**src/rtl/core_pkg.sv**
```systemverilog
// Core-wide shared types: register bank select, write-back source tag and the
// LLU result entry queued by the write-port arbiter.
package core_pkg;

    typedef enum logic {
        X_REG = 1'b0,
        F_REG = 1'b1
    } reg_bank_mux_t;

    typedef enum logic {
        WB_SRC_PIPE = 1'b0,
        WB_SRC_LLU  = 1'b1
    } wb_src_t;

    typedef struct packed {
        logic [4:0]    addr;
        reg_bank_mux_t bank;
        logic [31:0]   wdata;
    } wb_arb_entry_t;

    // Pointer width that stays at least one bit for single-entry queues.
    function automatic int unsigned ptr_width(input int unsigned depth);
        return (depth > 1) ? $clog2(depth) : 1;
    endfunction

endpackage

```
**src/rtl/wb_arb_fifo.sv**
```systemverilog
// DEPTH-entry circular FIFO of LLU write-back entries. The caller never pushes
// when full or pops when empty; pointers wrap by explicit compare.
module wb_arb_fifo
    import core_pkg::*;
#(
    parameter  int unsigned DEPTH = 2,
    localparam int unsigned CW    = $clog2(DEPTH + 1)
) (
    input  logic          clk_i,
    input  logic          rst_n_i,
    input  logic          push,
    input  wb_arb_entry_t entry,
    input  logic          pop,
    output wb_arb_entry_t head,
    output logic [CW-1:0] count
);

    localparam int unsigned PW = ptr_width(DEPTH);

    wb_arb_entry_t mem [DEPTH];
    logic [PW-1:0] wr_ptr, rd_ptr;

    function automatic logic [PW-1:0] next_ptr(input logic [PW-1:0] ptr);
        return (ptr == PW'(DEPTH - 1)) ? '0 : ptr + 1'b1;
    endfunction

    always_ff @(posedge clk_i or negedge rst_n_i) begin
        if (!rst_n_i) begin
            wr_ptr <= '0;
            rd_ptr <= '0;
            count  <= '0;
        end else begin
            if (push) wr_ptr <= next_ptr(wr_ptr);
            if (pop)  rd_ptr <= next_ptr(rd_ptr);
            count <= count + CW'(push) - CW'(pop);
        end
    end

    always_ff @(posedge clk_i) begin
        if (push) mem[wr_ptr] <= entry;
    end

    assign head = mem[rd_ptr];

endmodule

```
**src/rtl/wb_port_arbiter.sv**
```systemverilog
// Shares the register-file write port between the WB stage (always wins) and
// queued LLU results. Define WB_ARB_AGE_HOLD_EN to add the head-age hold term.
module wb_port_arbiter
    import core_pkg::*;
#(
    parameter int unsigned DEPTH    = 2,
    parameter int unsigned MAX_WAIT = 8
) (
    input  logic          clk_i,
    input  logic          rst_n_i,
    input  logic          pipe_wen_i,
    input  logic [4:0]    pipe_addr_i,
    input  reg_bank_mux_t pipe_bank_i,
    input  logic [31:0]   pipe_wdata_i,
    input  logic          llu_valid_i,
    output logic          llu_ready_o,
    input  logic [4:0]    llu_addr_i,
    input  reg_bank_mux_t llu_bank_i,
    input  logic [31:0]   llu_wdata_i,
    output logic          rf_wen_o,
    output logic [4:0]    rf_addr_o,
    output reg_bank_mux_t rf_bank_o,
    output logic [31:0]   rf_wdata_o,
    output wb_src_t       rf_src_o,
    output logic          hold_o,
    output logic          llu_pending_o
);

    localparam int unsigned CW = $clog2(DEPTH + 1);
    // Degenerate configurations never accept LLU results.
    localparam bit CFG_OK = (DEPTH >= 1) && (MAX_WAIT >= 1);

    logic [CW-1:0] count, count_next;
    wb_arb_entry_t head, llu_entry;
    logic          empty, bypass, push, pop, full_next, hold_d, hold_q;

    assign llu_entry = '{addr: llu_addr_i, bank: llu_bank_i, wdata: llu_wdata_i};

    assign empty       = (count == '0);
    assign llu_ready_o = CFG_OK && (count < CW'(DEPTH));
    assign bypass      = empty && !pipe_wen_i && llu_valid_i;
    assign pop         = !empty && !pipe_wen_i;
    assign push        = llu_valid_i && llu_ready_o && !bypass;
    assign count_next  = count + CW'(push) - CW'(pop);
    assign full_next   = (count_next == CW'(DEPTH));

    wb_arb_fifo #(.DEPTH(DEPTH)) u_fifo (
        .clk_i   (clk_i),
        .rst_n_i (rst_n_i),
        .push    (push),
        .entry   (llu_entry),
        .pop     (pop),
        .head    (head),
        .count   (count)
    );

    always_comb begin
        rf_wen_o   = pipe_wen_i;
        rf_src_o   = WB_SRC_PIPE;
        rf_addr_o  = pipe_addr_i;
        rf_bank_o  = pipe_bank_i;
        rf_wdata_o = pipe_wdata_i;
        if (pop) begin
            rf_wen_o   = 1'b1;
            rf_src_o   = WB_SRC_LLU;
            rf_addr_o  = head.addr;
            rf_bank_o  = head.bank;
            rf_wdata_o = head.wdata;
        end else if (bypass) begin
            rf_wen_o   = 1'b1;
            rf_src_o   = WB_SRC_LLU;
            rf_addr_o  = llu_addr_i;
            rf_bank_o  = llu_bank_i;
            rf_wdata_o = llu_wdata_i;
        end
    end

`ifdef WB_ARB_AGE_HOLD_EN
    localparam int unsigned AW = $clog2(MAX_WAIT + 1);

    logic [AW-1:0] age_q, age_d;

    // Age counts cycles the head sits unserved; a pop restarts it.
    always_comb begin
        age_d = age_q;
        if (pop)
            age_d = '0;
        else if (!empty && (age_q < AW'(MAX_WAIT)))
            age_d = age_q + 1'b1;
    end

    always_ff @(posedge clk_i or negedge rst_n_i) begin
        if (!rst_n_i) age_q <= '0;
        else          age_q <= age_d;
    end

    assign hold_d = full_next || (age_d >= AW'(MAX_WAIT));
`else
    assign hold_d = full_next;
`endif

    always_ff @(posedge clk_i or negedge rst_n_i) begin
        if (!rst_n_i) hold_q <= 1'b0;
        else          hold_q <= hold_d;
    end

    assign hold_o        = hold_q;
    assign llu_pending_o = !empty;

endmodule

```
**config.mk**
```make
export PLATFORM = sky130hd
export DESIGN_NAME = wb_port_arbiter
export DESIGN_NICKNAME = d
export VERILOG_FILES = /design/src/rtl/core_pkg.sv /design/src/rtl/wb_arb_fifo.sv /design/src/rtl/wb_port_arbiter.sv
export SDC_FILE = /design/constraint.sdc
export NUM_CORES = 1
export LEC_CHECK = 0
export ABC_AREA = 1
export BUFFER_PORTS_ARGS = -buffer_cell sky130_fd_sc_hd__buf_4
export CAP_MARGIN = 25
export CORE_MARGIN = 4
export CORE_UTILIZATION = 45
export CTS_CLUSTER_DIAMETER = 80
export CTS_CLUSTER_SIZE = 30
export DETAILED_ROUTE_END_ITERATION = 16
export MAX_ROUTING_LAYER = met4
export PLACE_DENSITY = 0.79
export SYNTH_ARGS = -nofsm -noshare
export SYNTH_HDL_FRONTEND = slang
export SYNTH_HIERARCHICAL = 1
export SYNTH_SLANG_ARGS = --single-unit
```
**constraint.sdc**
```tcl
create_clock -name clk_i -period 7.32 [get_ports clk_i]
set_clock_uncertainty 0.1 [all_clocks]
set_input_delay 1.464 -clock clk_i [delete_from_list [all_inputs] [get_ports clk_i]]
set_output_delay 1.464 -clock clk_i [all_outputs]
set_load 0.005 [all_outputs]
```
### Word level (Yosys, flattened, before mapping)

Memory sizes are Yosys's and may differ from the RTL's.
Index checks and enable logic that the tools add are counted.

* word-level logic and storage cells: 34
* memories: 1
* output and inout bits: 43
* memory bits (writable): 76
* flip-flop bits (word level): 5
* input port bits: 80

* $lt $le $gt $ge: 1
* muxes and demuxes: 14
* equal/unequal tests: 1
* add/sub/neg operators: 4
* reduce and logical (&&, ||, !) cells: 9

Memories
* u_fifo.mem: words 2, bits a word 38, rd ports 1, clocked after memory_dff 0, wr ports 1, line wb_arb_fifo.sv:20 `wb_arb_entry_t mem [DEPTH];`

Operators by type and width (number)
* $mux 32: 2
* $mux 1: 10
* $mux 5: 2
* $logic_and 1x1->1: 5
* $logic_not 1->1: 3
* $add 1x1->1 const B: 2
* $add 2x1->2: 1
* $eq 2x2->1 const B: 1
* $logic_not 2->1: 1
* $lt 2x2->1 const B: 1
* $sub 2x1->2: 1

### Longest topological paths before layout

* depth after elaboration: 8
* mapped depth: 12
* gate-level depth less buffers: 11

### Modules after synthesis

Netlist, hierarchy kept.

Modules (own cells, without submodules)
* wb_arb_fifo: area an instance 3012.9 µm², instances 1, seq. area each 2382.3 µm², cells each 220
* wb_port_arbiter: area an instance 1416.4 µm², instances 1, seq. area each 25.0 µm², cells each 312

### Worst setup path before layout

OpenSTA, ideal clock, no wires.

* path type: input to register
* start point: in pipe_wen_i
* end point: mem u_fifo/mem[0][0] (netlist name), enable pin
* cell stages on the path: 7
* arrival: 3.671 ns
* buffers on the path: 1
* data required time: 6.786 ns
* setup time: 0.434 ns
* slack: 3.115 ns
* cells stage by stage: inv_2 -> nand3_1 -> buf_2 -> nand3_1 -> inv_2 -> inv_1 -> nor2_1

* word-level cells in the longest chain between the ends: 7

Ends and longest elaborated chain
* start, declared: line wb_port_arbiter.sv:11 `input logic pipe_wen_i,`
* $logic_not 1->1: line wb_port_arbiter.sv:41 `assign bypass = empty && !pipe_wen_i && llu_valid_i;`
* $logic_and 1x1->1 (2 in a row): line wb_port_arbiter.sv:41
* $logic_not 1->1: line wb_port_arbiter.sv:43 `assign push = llu_valid_i && llu_ready_o && !bypass;`
* $logic_and 1x1->1: line wb_port_arbiter.sv:43
* named net push: line wb_port_arbiter.sv:35 `logic empty, bypass, push, pop, full_next, hold_d, hold_q;`
* $mux 1: line wb_arb_fifo.sv:40 `if (push) mem[wr_ptr] <= entry;`
* $mux 1 (implied by the code): line wb_arb_fifo.sv:40
* end, declared: line wb_arb_fifo.sv:20

The timed path passes the listed nets, and every way through them passes these cells.

### Worst setup path after layout

* start point: in pipe_wen_i
* end point: out rf_wdata_o[14]

* word-level cells in the longest chain between the ends: 5
* elaborated cells between the ends (all ways): 6
* those cells by class: 2 x mux; 4 x reduce/logical

Ends and longest elaborated chain
* $logic_not 1->1 *: line wb_port_arbiter.sv:41, wb_port_arbiter.sv:42
* $logic_and 1x1->1 (2 in a row): line wb_port_arbiter.sv:41
* $mux 32: line wb_port_arbiter.sv:69 `end else if (bypass) begin`
* $mux 32 *: line wb_port_arbiter.sv:63 `if (pop) begin`
* end, declared: line wb_port_arbiter.sv:23 `output logic [31:0] rf_wdata_o,`

Every way passes the cells marked *; elsewhere a longest branch is shown, timed or not.

==> flow_metrics.py <==
metrics = {
    "clocking": {
        "cts-resized-gates": 0,
        "clk_pin_slew_ps": 80,
        "postCtsSetupRepairBufs": 0,
        "cts-hold-fix-buffers": 0,
        "cts.sinks": 81,
        "clock_latency_ps": 330,
        "cts_buffer_depth": 2,
        "cts_tree": "done",
        "cts-root-buf": "clkbuf_8",
        "cts_buffers": 9,
        "cts.htree.levels": 3,
    },
    "setup_path": {
        "worstReg2RegStart": "u_fifo/count[1]",
        "reg2reg_depth": 12,
        "timing.critical_path.cells": "buf_4 -> inv_2 -> nand3_2 -> nand2_1 -> nand3_1 -> nand2_1 -> buf_4",
        "cp-start-kind": "primary input",
        "worstPathRequired_ps": 5760,
        "critPathMaxFanout": 41,
        "cpMaxStageDelayCell": "nand3_2",
        "endpoint_kind": "output port",
        "path_class": "primary input to output port",
        "critPathBufInv": 3,
        "crit_family": "simple AND/OR/NAND/NOR gates",
        "r2r-end": "u_fifo/count[1]",
        "cpPeakStageDelay_ps": 900,
        "worst_ep_arrival_time_ps": 3660,
        "r2r_setup_slack_ps": 4030,
    },
    "min_path": {
        "hold_class": "flop to flop",
        "min_to": "u_fifo/wr_ptr",
        "hold_depth": 1,
        "holdCritStartpoint": "u_fifo/wr_ptr",
    },
    "yosys": {
        "synth_top_family_by_area": "simple AND/OR/NAND/NOR gates",
        "synth_area_um2": 4430,
        "synth.top_cell.area_share_pct": 51.5,
        "synth_area_leaders": "edfxtp_1 52%, nand2_1 14%, inv_1 11%, nand4_1 5.4%, nand3_1 4.7%",
        "synth_simple_gate_area_share_pct": 24.5,
        "yosysUniqueCellTypes": 18,
        "netlist_instances": 532,
        "synth-compound-area-share_pct": 4.29,
        "synth_ff_type": "edfxtp_1",
        "synth_area_per_cell_um2": 8.33,
        "syn-num-nets": 616,
        "synth-seq-cells": 81,
        "synth_mux_area_share_pct": 0,
        "synth_xor_area_share_pct": 0.791,
        "yosysSeqAreaShare_pct": 54.4,
        "yosysTopAreaCell": "edfxtp_1",
        "yosys_warnings": 6,
        "synth_fa_ha_area_share_pct": 1.13,
        "async_flop_share_pct": 6.17,
        "synth.most_common_cell": "nand2_1",
        "synth_commonest_cells": "162 x nand2_1, 124 x inv_1, 76 x edfxtp_1",
        "synth_edf_count": 76,
    },
    "job": {
        "maxCapViolCount": 0,
    },
    "power": {
        "p_leak_nw": 2.85,
        "power_density_nw_per_um2": 315,
        "vdd_drop_max_v": 0.000113,
    },
    "timing": {
        "finalSetupTns_ps": 0,
        "fmax_mhz": 191,
        "worst_slew_pin_slew_ps": 1010,
        "setup_violations": 0,
        "min_period_ps": 5230,
        "min_period_over_period_pct": 71.4,
        "fin_hold_ws_ps": 455,
        "rsz0062_at_grt": "no",
        "max_slew_margin_pct": 32.5,
        "hold_viol": 0,
        "maxSlewViolCount": 0,
    },
    "placement": {
        "dp_hpwl_mm": 6.92,
        "gp_congestion": 0.774,
        "portBuffers": 122,
    },
    "layout": {
        "drive_above_1_share_pct": 23.2,
        "syn2layout_area_growth_pct": 27.1,
        "nNetsFinal": 720,
        "num_antenna_cells": 0,
    },
    "grt": {
        "grt_max_degree": 43,
        "overflow": 0,
        "track_usage_pct": 18.7,
        "antenna_found_initial": 0,
        "grt_pass1_wl_mm": 16.7,
        "grt_pass1_vias": 3658,
    },
    "drt": {
        "drcViolationCount": 0,
        "totalWireLength_mm": 10.6,
        "num_vias": 3722,
        "first_iter_violations": 182,
        "avgViaCountPerCell": 4.83,
        "ant_nets": 0,
        "drt-pass1-iter-count": 5,
        "wire_per_inst_um": 13.7,
    },
    "floorplanning": {
        "die_y_um": 107,
        "core_um2": 9420,
        "die_x_um": 107,
        "num_rows": 35,
        "ios": 123,
        "start_util_pct": 47.0,
        "dieArea_um2": 11500,
    },
    "outcome": {
        "status": "completed",
    },
}
[area by class of cell]
class | instances | area (um2)
timing repair buffer | 125 | 991
multi-input combinational | 292 | 1370
clock inverter | 7 | 92.6
sequential | 81 | 2410
clock buffer | 9 | 124
tap | 129 | 161
fill | 826 | 3790
inverter | 127 | 477
[power breakdown]
part | total (mW) | internal, mW | switching (mW)
combinational | 0.743 | 0.322 | 0.421
sequential | 0.682 | 0.619 | 0.0622
clock | 0.349 | 0.192 | 0.158
total | 1.77 | 1.13 | 0.641
[sequential cells by signal (all words and copies together) (netlist names)]
signal and flops:
u_fifo/mem 76, u_fifo/rd_ptr 1, u_fifo/wr_ptr 1, hold_o 1
u_fifo/count 2
[placed cells by master, fill, tap and decap left out]
cell | netlist | routed
nand3_1 | 42 | 41
xor2_1 | 3 | 3
nand2_1 | 162 | 162
buf_12 | 0 | 1
inv_6 | 0 | 1
buf_4 | 4 | 122
bufinv_16 | 0 | 2
inv_2 | 3 | 4
clkbuf_8 | 0 | 9
o21ai_1 | 8 | 8
nand3_2 | 0 | 1
xnor2_1 | 1 | 1
dfrtp_1 | 5 | 4
clkinv_1 | 0 | 1
clkinv_2 | 0 | 1
dfrtp_2 | 0 | 1
nor2_1 | 2 | 1
edfxtp_1 | 76 | 76
nor2_4 | 2 | 3
inv_1 | 124 | 123
clkinvlp_4 | 0 | 2
o21ai_0 | 30 | 30
buf_16 | 0 | 2
ha_1 | 4 | 4
nand4_1 | 38 | 38
[cell families (layout without fill, tap and decap cells)]
group	count (synthesis)	count (layout)
simple gates	246	246
compound gates	38	38
xor+xnor	4	4
buf+inv	159	268
flops	81	81
fa+ha+maj	4	4
[stage by stage]
stage	instance area, um2	cells	worst slack [ps]	utilization [%]	total power, mW
finish	5630	770	2090	59.8	1.77
global route	5630	770	1890	59.8	1.90
CTS	5600	769	2110	59.5	1.77
detailed placement	5380	753	2110	57.2	1.42
global placement	5340	751	2190	56.7	1.36
floorplan	4430	532	3110	-	1.12
[worst reg2reg max path: stages, from the launching register on]
cell and delay [ps]:
dfrtp_1 480, nor2_4 410, buf_16 240, nand3_2 700, nand3_1 400, inv_2 90
inv_1 140, ha_1 250, inv_1 60, ha_1 150, inv_1 50, nand2_1 60
nand2_1 50
[routing by layer]
layer  global-route usage [%]  vias up  wire length, um
met5                        -        -                0
met4                     6.21        0              172
met3                     2.53       15              655
met2                     34.0      141             5540
met1                     21.2     1675             4200
li1                         -     1891                -
[worst max-delay path by stage]
stage	startpoint	end	slack (ps)	cells after the start
floorplan	pipe_wen_i	u_fifo/mem[0][0]	3110	7
global placement	pipe_wen_i	rf_addr_o[2]	2190	7
detailed placement	pipe_wen_i	rf_wdata_o[14]	2110	7
CTS	pipe_wen_i	rf_wdata_o[14]	2110	7
global route	pipe_wen_i	rf_wdata_o[13]	1890	7
finish	pipe_wen_i	rf_wdata_o[14]	2090	7
(Power assumes the default switching activity.)
